[src/rtl/dff_pipe.sv]
// Elastic register pipeline of DEPTH stages with valid/ready handshake and bubble collapse.
// Optional occupancy counter port `occ` is built only when DFF_PIPE_OCC_EN is defined.
module dff_pipe #(
  parameter int WIDTH = 8,
  parameter int DEPTH = 4
) (
  input  logic             clk,
  input  logic             reset,
  input  logic             clr,
  input  logic             in_valid,
  output logic             in_ready,
  input  logic [WIDTH-1:0] d,
  output logic             out_valid,
  input  logic             out_ready,
  output logic [WIDTH-1:0] q
`ifdef DFF_PIPE_OCC_EN
  ,
  output logic [$clog2(DEPTH+1)-1:0] occ
`endif
);

  logic [DEPTH-1:0] v_q;
  logic [DEPTH-1:0] v_d;
  logic [DEPTH-1:0] mv_s;
  logic [DEPTH-1:0] load_s;
  logic [WIDTH-1:0] data_q [DEPTH];
  logic [WIDTH-1:0] data_d [DEPTH];
  logic             accept_s;

  // Move chain: a stage advances when its successor is empty or itself advancing.
  always_comb begin : p_move
    logic ok_v;
    logic m_v;
    mv_s = '0;
    ok_v = out_ready;
    for (int k = DEPTH - 1; k >= 0; k--) begin
      m_v     = v_q[k] & ok_v;
      mv_s[k] = m_v;
      ok_v    = ~v_q[k] | m_v;
    end
  end

  assign in_ready = ~clr & (~v_q[0] | mv_s[0]);
  assign accept_s = in_valid & in_ready;

  // Stage k loads from the input (k = 0) or from the stage behind it.
  always_comb begin
    load_s    = '0;
    load_s[0] = accept_s;
    for (int k = 1; k < DEPTH; k++) begin
      load_s[k] = mv_s[k-1];
    end
  end

  // Next-state for valid flags and data; clr drops all valids but leaves data alone.
  always_comb begin
    v_d    = v_q;
    data_d = data_q;
    if (clr) begin
      v_d = '0;
    end else begin
      for (int k = 0; k < DEPTH; k++) begin
        if (load_s[k]) begin
          v_d[k] = 1'b1;
        end else if (mv_s[k]) begin
          v_d[k] = 1'b0;
        end else begin
          v_d[k] = v_q[k];
        end
      end
      if (load_s[0]) begin
        data_d[0] = d;
      end else begin
        data_d[0] = data_q[0];
      end
      for (int k = 1; k < DEPTH; k++) begin
        if (load_s[k]) begin
          data_d[k] = data_q[k-1];
        end else begin
          data_d[k] = data_q[k];
        end
      end
    end
  end

  // Stage registers.
  always_ff @(posedge clk or posedge reset) begin
    if (reset) begin
      v_q <= '0;
      for (int k = 0; k < DEPTH; k++) begin
        data_q[k] <= '0;
      end
    end else begin
      v_q <= v_d;
      for (int k = 0; k < DEPTH; k++) begin
        data_q[k] <= data_d[k];
      end
    end
  end

  assign out_valid = v_q[DEPTH-1];
  assign q         = data_q[DEPTH-1];

`ifdef DFF_PIPE_OCC_EN
  localparam int OCC_W = $clog2(DEPTH + 1);

  logic [OCC_W-1:0] occ_q;
  logic [OCC_W-1:0] occ_d;
  logic             hs_s;

  assign hs_s = v_q[DEPTH-1] & out_ready;

  // Occupancy next-state: track accepts against output handshakes.
  always_comb begin
    occ_d = occ_q;
    if (clr) begin
      occ_d = '0;
    end else begin
      case ({accept_s, hs_s})
        2'b10:   occ_d = occ_q + OCC_W'(1);
        2'b01:   occ_d = occ_q - OCC_W'(1);
        default: occ_d = occ_q;
      endcase
    end
  end

  // Occupancy register.
  always_ff @(posedge clk or posedge reset) begin
    if (reset) begin
      occ_q <= '0;
    end else begin
      occ_q <= occ_d;
    end
  end

  assign occ = occ_q;
`endif

endmodule
[config.mk]
export PLATFORM = sky130hd
export DESIGN_NAME = dff_pipe
export DESIGN_NICKNAME = d
export VERILOG_FILES = /design/src/rtl/dff_pipe.sv
export SDC_FILE = /design/constraint.sdc
export NUM_CORES = 1
export LEC_CHECK = 0
export CORE_AREA = 2 2 58 60
export CTS_BUF_LIST = sky130_fd_sc_hd__clkbuf_16
export CTS_CLUSTER_SIZE = 25
export DETAILED_ROUTE_END_ITERATION = 8
export DIE_AREA = 0 0 60 62
export PLACE_DENSITY = 0.82
export SETUP_SLACK_MARGIN = 0.05
export SLEW_MARGIN = 20
export SYNTH_ARGS = -nofsm -noshare
export SYNTH_HDL_FRONTEND = slang
export SYNTH_SLANG_ARGS = --single-unit
[constraint.sdc]
create_clock -name clk -period 3.4 [get_ports clk]
set_input_delay 0.34 -clock clk [delete_from_list [all_inputs] [get_ports clk]]
set_output_delay 0.34 -clock clk [all_outputs]
set_load 0.01 [all_outputs]
== Yosys cells after proc, flatten, opt, wreduce, memory -nomap -nowiden ==
Cells that the tools add are included.

* Word-level logic and storage cells: 40
* Register bits: 36
* Bits of input ports: 13

* Bitwise logic cells: 15
* Reductions and logical operators: 8
* Muxes and demuxes: 9

{| class="wikitable"
|+ Operators with widths
! operator !! count
|-
| 3-bit nonzero test || 4
|-
| 1-bit 2-to-1 mux || 8
|-
| 2-bit AND reduction || 4
|-
| 1-bit AND || 6
|-
| 1-bit inverter || 5
|-
| 4-bit 2-to-1 mux || 1
|-
| 1-bit OR || 4
|}

== Longest topological paths before layout ==
Gate-level depths: netlist (run 1).

* Word-level depth: 12
* Gate-level depth with buffers: 5
* Mapped depth without buffers: 3

== Worst setup path after synthesis (run 1) ==
Ideal clock, no wire load.

* Path kind: register to register
* Start point: register v_q[3]
* End point: register data_q[16] (netlist name)
* Cell stages (with the launch flop): 6
* Arrival time: 1.495 ns
* Path slack: 1.780 ns
* Clock period less this slack: 1.620 ns
* Data required time: 3.275 ns
* Setup time: 0.125 ns
* Cells stage by stage: dfrtp_1 > and4b_1 > buf_6 > or3b_1 > buf_6 > mux2_4

* Word-level cells in the longest chain between the ends: 8

{| class="wikitable"
|+ Ends and longest elaborated chain
! what !! RTL line !! text
|-
| start, declared || 22 || <nowiki>logic [DEPTH-1:0] v_q;</nowiki>
|-
| start signal, assigned || 94 || <nowiki>v_q <= v_d;</nowiki>
|-
| 1-bit AND / 1-bit inverter (equally long branches) || 37, 39 ||
|-
| 1-bit OR * || 39 || <nowiki>ok_v = ~v_q[k] | m_v;</nowiki>
|-
| 1-bit AND * || 37 || <nowiki>m_v = v_q[k] & ok_v;</nowiki>
|-
| 1-bit OR * || 39 ||
|-
| 1-bit AND * || 37 ||
|-
| 1-bit OR * || 39 ||
|-
| 1-bit AND * || 37 ||
|-
| 2-bit AND reduction (no line) * || -- ||
|-
| end signal, assigned by index || 96 || <nowiki>data_q[k] <= data_d[k];</nowiki>
|-
| end, declared || 26 || <nowiki>logic [WIDTH-1:0] data_q [DEPTH];</nowiki>
|}

Mark *: on every way between the ends. The rest lies on a longest branch, timed or not.
A chain may end at the register's enable or synchronous reset.

== Worst setup path after layout (run 1) ==
* Start point: input out_ready
* End point: output in_ready

* Word-level cells in the longest chain between the ends: 9

{| class="wikitable"
|+ Ends and longest elaborated chain
! what !! RTL line !! text
|-
| start, declared || 14 || <nowiki>input logic out_ready,</nowiki>
|-
| 1-bit AND || 37 ||
|-
| 1-bit OR || 39 ||
|-
| 1-bit AND || 37 ||
|-
| 1-bit OR || 39 ||
|-
| 1-bit AND || 37 ||
|-
| 1-bit OR || 39 ||
|-
| 1-bit AND || 37 ||
|-
| 1-bit OR || 43 || <nowiki>assign in_ready = ~clr & (~v_q[0] | mv_s[0]);</nowiki>
|-
| 1-bit AND || 43 ||
|-
| end, declared || 11 || <nowiki>output logic in_ready,</nowiki>
|}

No other way between the ends.

==> out/qor.csv, run 1 <==
metric;value;unit
min_path_type;in2async;
cts_tree;built;
multi_input_area;490;um^2
yosys_warnings;0;
dpl.cell_count;155;
drive_above_1_share;0.368;
ys_ff_latch;36;
clkSinkCount;36;
crit_type;in2out;
hold_viol;0;
power_frac_comb;0.185;
max_cap_viol_count;0;
power_switching;299;uW
leakagePower;0.838;nW
regArea;901;um^2
grt_pass1_wl;3.63;mm
layout_commonest_cell;dfrtp_1;
fillers;235;
post-route-period-util;0.629;
start_util;0.469;
viasPerCell;4.63;
swShare;0.219;
seq_area_frac_synth;0.604;
setup_violations;0;
critPathLaunchType;input pin;
fp-row-count;21;
reg2reg_from;v_q[2];
antenna_found_initial;0;
setup_ws;1.26;ns
cts_resized;0;
dp_slack;1.26;ns
internal_power;1.06;mW
clkTransAtPathRegs;0.05;ns
worstPathArrival;1.80;ns
drt-total-wl;2.12;mm
final_max_slew_viol_count;0;
power_density;738;mW/mm^2
fin_crit;2.14;ns
postSynthNetCount;111;
drcViolationCount;0;
worstMarginPinSlew;0.594;ns
clkLatencyLatePin;0.28;ns
r2r-end;data_q[20];
grt-ovfl-total;0;
grt_usage;0.146;
layout_common_cells;dfrtp_1, mux2_2, clkdlybuf4s50_1, mux2_4, nor2_1;
worstPathRequired;3.06;ns
fp.coreArea;0.00318;mm^2
syn-cell-area;0.00149;mm^2
synthToLayoutAreaGrowth;23.9;%
drt_iter0_drc;14;
cts-buffers-inserted;5;
ir_worst_vdd;362;uV
critPathMaxFanout;5;
status;finished, final reports clean;
detail_route.wl_per_cell;13.0;um
diodes;0;
port_buffers;22;
fp.dieW;60;um
ant_nets;0;
fmax;0.467;GHz
clkPwrFrac;0.370;
regToRegSetupSlack;1.66;ns
die_y;62;um
ctsLongestPathBuffers;2;
vias;754;
gp_congestion;0.661;
postCtsSetupBuffers;0;
setup_tns;0;ns
pwr-share-seq;0.445;
slew_headroom;0.602;
num-nets-final;129;
avgSynthCellArea;15.2;um^2
io_pins;23;
dr.pass1.iters;4;
grt_pass1_vias;769;
cts_hold_buf;0;
die-area;0.00372;mm^2
fin_skew;0.00270;ns
htreeDepth;2;
root_buffer;clkbuf_16;
cp-end-kind;output port;
reg2reg_depth;3;
layout.cells.non_filler;163;
dp_hpwl;1.51;mm
synthCells;98;
synth_cell_types;16;
rsz0062_at_grt;false;
grt_max_degree;37;
## area by class of cell
class                      count  share of cell area
clock inverter                 3              0.0210
sequential                    36               0.487
multi-input combinational     48               0.265
inverter                       2             0.00406
tap                           46              0.0311
timing repair buffer          23               0.123
clock buffer                   5              0.0677
## how the worst max path moves through the flow
| stage | from | endpoint | slack (ns) |
|---|---|---|---|
| final | out_ready | in_ready | 1.26 |
| after global routing | out_ready | in_ready | 1.19 |
| after CTS | out_ready | in_ready | 1.26 |
| after detailed placement | out_ready | data_q[20] | 1.26 |
| after global placement | out_ready | in_ready | 1.28 |
| after floorplan | v_q[3] | data_q[16] | 1.78 |
## worst max-delay path, cell delays in order
cell and delay (ns):
clkdlybuf4s50_1 0.48, and4b_1 0.25, a21oi_1 0.17, clkdlybuf4s50_1 0.56
## cells by family (layout without fill, tap and decap cells)
kind of cell | Yosys count | after routing | synth area share
flops | 36 | 36 | 0.604
mux | 32 | 32 | 0.262
buf+inv | 14 | 33 | 0.0671
simple gates | 11 | 11 | 0.0445
compound gates | 5 | 5 | 0.0226
## power by group through the flow
stage               combinational [mW]  sequential [mW]  clock, mW
global placement                 0.246            0.607          0
global route                     0.276            0.625      0.535
finish                           0.253            0.607      0.504
CTS                              0.257            0.610      0.515
floorplan                        0.207            0.592          0
detailed placement               0.255            0.617          0
## synth_stat cells
| master | n | area [um^2] |
|---|---|---|
| dfrtp_1 | 36 | 901 |
| mux2_2 | 24 | 270 |
| buf_4 | 8 | 60.1 |
| mux2_4 | 8 | 120 |
| nor2_1 | 6 | 22.5 |
| a21oi_1 | 3 | 15.0 |
| buf_2 | 2 | 10.0 |
| buf_6 | 2 | 22.5 |
| inv_1 | 2 | 7.51 |
| a211o_2 | 1 | 10.0 |
| a21oi_2 | 1 | 8.76 |
| and4b_1 | 1 | 10.0 |
| nand2b_1 | 1 | 6.26 |
| nor2b_1 | 1 | 6.26 |
| nor3b_2 | 1 | 12.5 |
| or3b_1 | 1 | 8.76 |
## per-layer routing
layer / vias up / global-route usage / wire length [um]
met4: 0 / 0.105 / 47
li1: 365 / - / -
met3: 4 / 0.0683 / 91
met5: - / 0 / 0
met1: 366 / 0.171 / 924
met2: 19 / 0.211 / 1060
## sequential cells by signal, summed over array words and instances (netlist names)
signal,flops
data_q,24
q,8
v_q,4
## through the flow
stage | hold slack (ns) | instance area (um^2) | total power, mW | util
after floorplan | 0.467 | 1490 | 0.799 | -
after global placement | 0.486 | 1680 | 0.853 | 0.530
after detailed placement | 0.494 | 1680 | 0.872 | 0.530
after CTS | 0.466 | 1850 | 1.38 | 0.581
after global routing | 0.519 | 1850 | 1.44 | 0.581
final | 0.458 | 1850 | 1.36 | 0.581
No activity file was read; power rests on OpenSTA's default activity.
==> run 2, diff against run 1 <==
--- a/config.mk
+++ b/config.mk
@@ -5,12 +5,12 @@
 export SDC_FILE = /design/constraint.sdc
 export NUM_CORES = 1
 export LEC_CHECK = 0
-export CORE_AREA = 2 2 58 60
+export CORE_AREA = 2 2 60 62
 export CTS_BUF_LIST = sky130_fd_sc_hd__clkbuf_16
 export CTS_CLUSTER_SIZE = 25
 export DETAILED_ROUTE_END_ITERATION = 8
-export DIE_AREA = 0 0 60 62
-export PLACE_DENSITY = 0.82
+export DIE_AREA = 0 0 62 64
+export PLACE_DENSITY = 0.8
 export SETUP_SLACK_MARGIN = 0.05
 export SLEW_MARGIN = 20
 export SYNTH_ARGS = -nofsm -noshare
==> constraint.sdc (replaced) <==
create_clock -name clk -period 1.8 [get_ports clk]
set_input_delay 0.18 -clock clk [delete_from_list [all_inputs] [get_ports clk]]
set_output_delay 0.18 -clock clk [all_outputs]
set_load 0.01 [all_outputs]
==> out/qor.csv, run 2 (synthesized netlist as in run 1, its figures left out) <==
metric;value;unit;change
largest_reg_flops;24;;unchanged
cts_hold_buf;0;;unchanged
grt-ovfl-total;0;;unchanged
layout_common_cells;dfrtp_1, mux2_2, clkdlybuf4s50_1, mux2_4;;was dfrtp_1, mux2_2, clkdlybuf4s50_1, mux2_4, nor2_1
regToRegSetupSlack;0.19;ns;was 1.66 ns
slowest_stage;dfrtp_1;;was clkdlybuf4s50_1
ir_worst_vdd;432;uV;was 362 uV
vias;782;;was 754
fin_crit;1.61;ns;
slew_headroom;0.712;;was 0.602
ant_nets;0;;unchanged
min_path_type;in2async;;unchanged
critPathMaxFanout;8;;was 5
power;2.60;mW;was 1.36 mW
status;finished, final reports clean;;unchanged
grt_pass1_vias;816;;was 769
fin_util;0.575;;was 0.581
crit_type;reg2reg;;was in2out
drt_iter0_drc;9;;was 14
die-area;0.00397;mm^2;was 0.00372 mm^2
dp_slack;-0.0459;ns;was 1.26 ns
dp_hpwl;1.51;mm;about the same
clkSinkCount;36;;unchanged
worstPathArrival;1.77;ns;was 1.80 ns
layout.cells.non_filler;168;;was 163
post-route-period-util;0.893;;
placed_cell_area;0.00172;mm^2;was 0.00168 mm^2
holdWs;0.305;ns;was 0.458 ns
dr.pass1.iters;3;;was 4
drt-total-wl;2.20;mm;was 2.12 mm
setup_ws;0.192;ns;was 1.26 ns
cts-buffers-inserted;5;;unchanged
drive_above_1_share;0.402;;was 0.368
cp-end-kind;register;;was output port
gp_congestion;0.712;;was 0.661
critPathLaunchType;register;;was input pin
power_density;1380;mW/mm^2;was 738 mW/mm^2
hold_viol;0;;unchanged
worstPathRequired;1.96;ns;was 3.06 ns
dpl.cell_count;160;;was 155
max_cap_viol_count;0;;unchanged
synthToLayoutAreaGrowth;26.6;%;was 23.9%
ctsLongestPathBuffers;2;;unchanged
final_max_slew_viol_count;0;;unchanged
grt_pass1_wl;3.73;mm;was 3.63 mm
fp.coreArea;0.00328;mm^2;was 0.00318 mm^2
cts_tree;built;;unchanged
reg2reg_depth;4;;was 3
grt_usage;0.136;;was 0.146
fmax;0.622;GHz;
regMostFlops;data_q;;unchanged
rsz0062_at_grt;false;;unchanged
cp_slowest_stage_delay;0.42;ns;was 0.56 ns
grt_max_degree;37;;unchanged
port_buffers;22;;unchanged
clkLatencyLatePin;0.28;ns;about the same
num-nets-final;134;;was 129
worstMarginPinSlew;0.432;ns;was 0.594 ns
fp.dieW;62;um;was 60 um
drcViolationCount;0;;unchanged
layout_commonest_cell;dfrtp_1;;unchanged
viasPerCell;4.65;;was 4.63
detail_route.wl_per_cell;13.1;um;was 13.0 um
antenna_found_initial;0;;unchanged
r2r-end;data_q[16];;was data_q[20]
leakagePower;0.859;nW;was 0.838 nW
io_pins;23;;unchanged
root_buffer;clkbuf_16;;unchanged
fin_skew;0.00188;ns;was 0.00270 ns
start_util;0.454;;was 0.469
stdcell_area;0.00189;mm^2;was 0.00185 mm^2
reg2reg_from;v_q[2];;unchanged
diodes;0;;unchanged
htreeDepth;2;;unchanged
clkTransAtPathRegs;0.05;ns;about the same
setup_violations;0;;unchanged
cp_cell_sequence;and4b_1 > or3b_1 > buf_4 > mux2_4;;was clkdlybuf4s50_1 > and4b_1 > a21oi_1 > clkdlybuf4s50_1
die_y;64;um;was 62 um
setup_tns;0;ns;unchanged
fp-row-count;21;;unchanged
## run 2: worst max-delay path, delay by kind of cell (launching register included)
kind / cells / cell delay, ns
AND/OR/NAND/NOR: 2 / 0.58
flip-flops: 1 / 0.42
buffers and inverters: 1 / 0.19
multiplexers: 1 / 0.30
## run 2: worst max-delay path by stage
stage / from / to / cells past startpoint / slack, ns
6_report: v_q[2] / data_q[16] / 4 / 0.19
4_1_cts: v_q[2] / data_q[16] / 4 / 0.18
3_3_place_gp: out_ready / data_q[17] / 5 / -0.03
2_1_floorplan: v_q[3] / data_q[16] / 5 / 0.18
5_1_grt: v_q[2] / data_q[16] / 4 / 0.12
3_5_place_dp: out_ready / data_q[16] / 5 / -0.05
## run 2: repair_timing
item | 4_1_cts | 5_1_grt
gates resized for setup | 1 | 0
buffers inserted | 0 | 0
setup endpoints to repair | 1 | 0
## run 2: final cells by class
| type | count | area [um^2] |
|---|---|---|
| Sequential cell | 36 | 901 |
| Clock buffer | 5 | 125 |
| Inverter | 2 | 7.51 |
| Tap cell | 46 | 57.6 |
| Fill cell | 264 | 1400 |
| Clock inverter | 3 | 42.5 |
| Timing Repair Buffer | 28 | 264 |
| Multi-Input combinational cell | 48 | 490 |
## run 2: metal layers
layer | track usage | routed length, um | up-vias | share of wire
li1 | - | - | 375 | -
met1 | 0.158 | 952 | 384 | 0.43
met2 | 0.207 | 1110 | 17 | 0.50
met3 | 0.0425 | 84 | 6 | 0.038
met4 | 0.0957 | 55 | 0 | 0.025
met5 | 0 | 0 | - | 0
## run 2: power breakdown
group	internal, mW	total (mW)	switching [mW]	leakage, nW
clock	0.649	0.972	0.323	0.0798
sequential	1.03	1.14	0.112	0.445
combinational	0.338	0.484	0.146	0.335
total	2.02	2.60	0.581	0.859
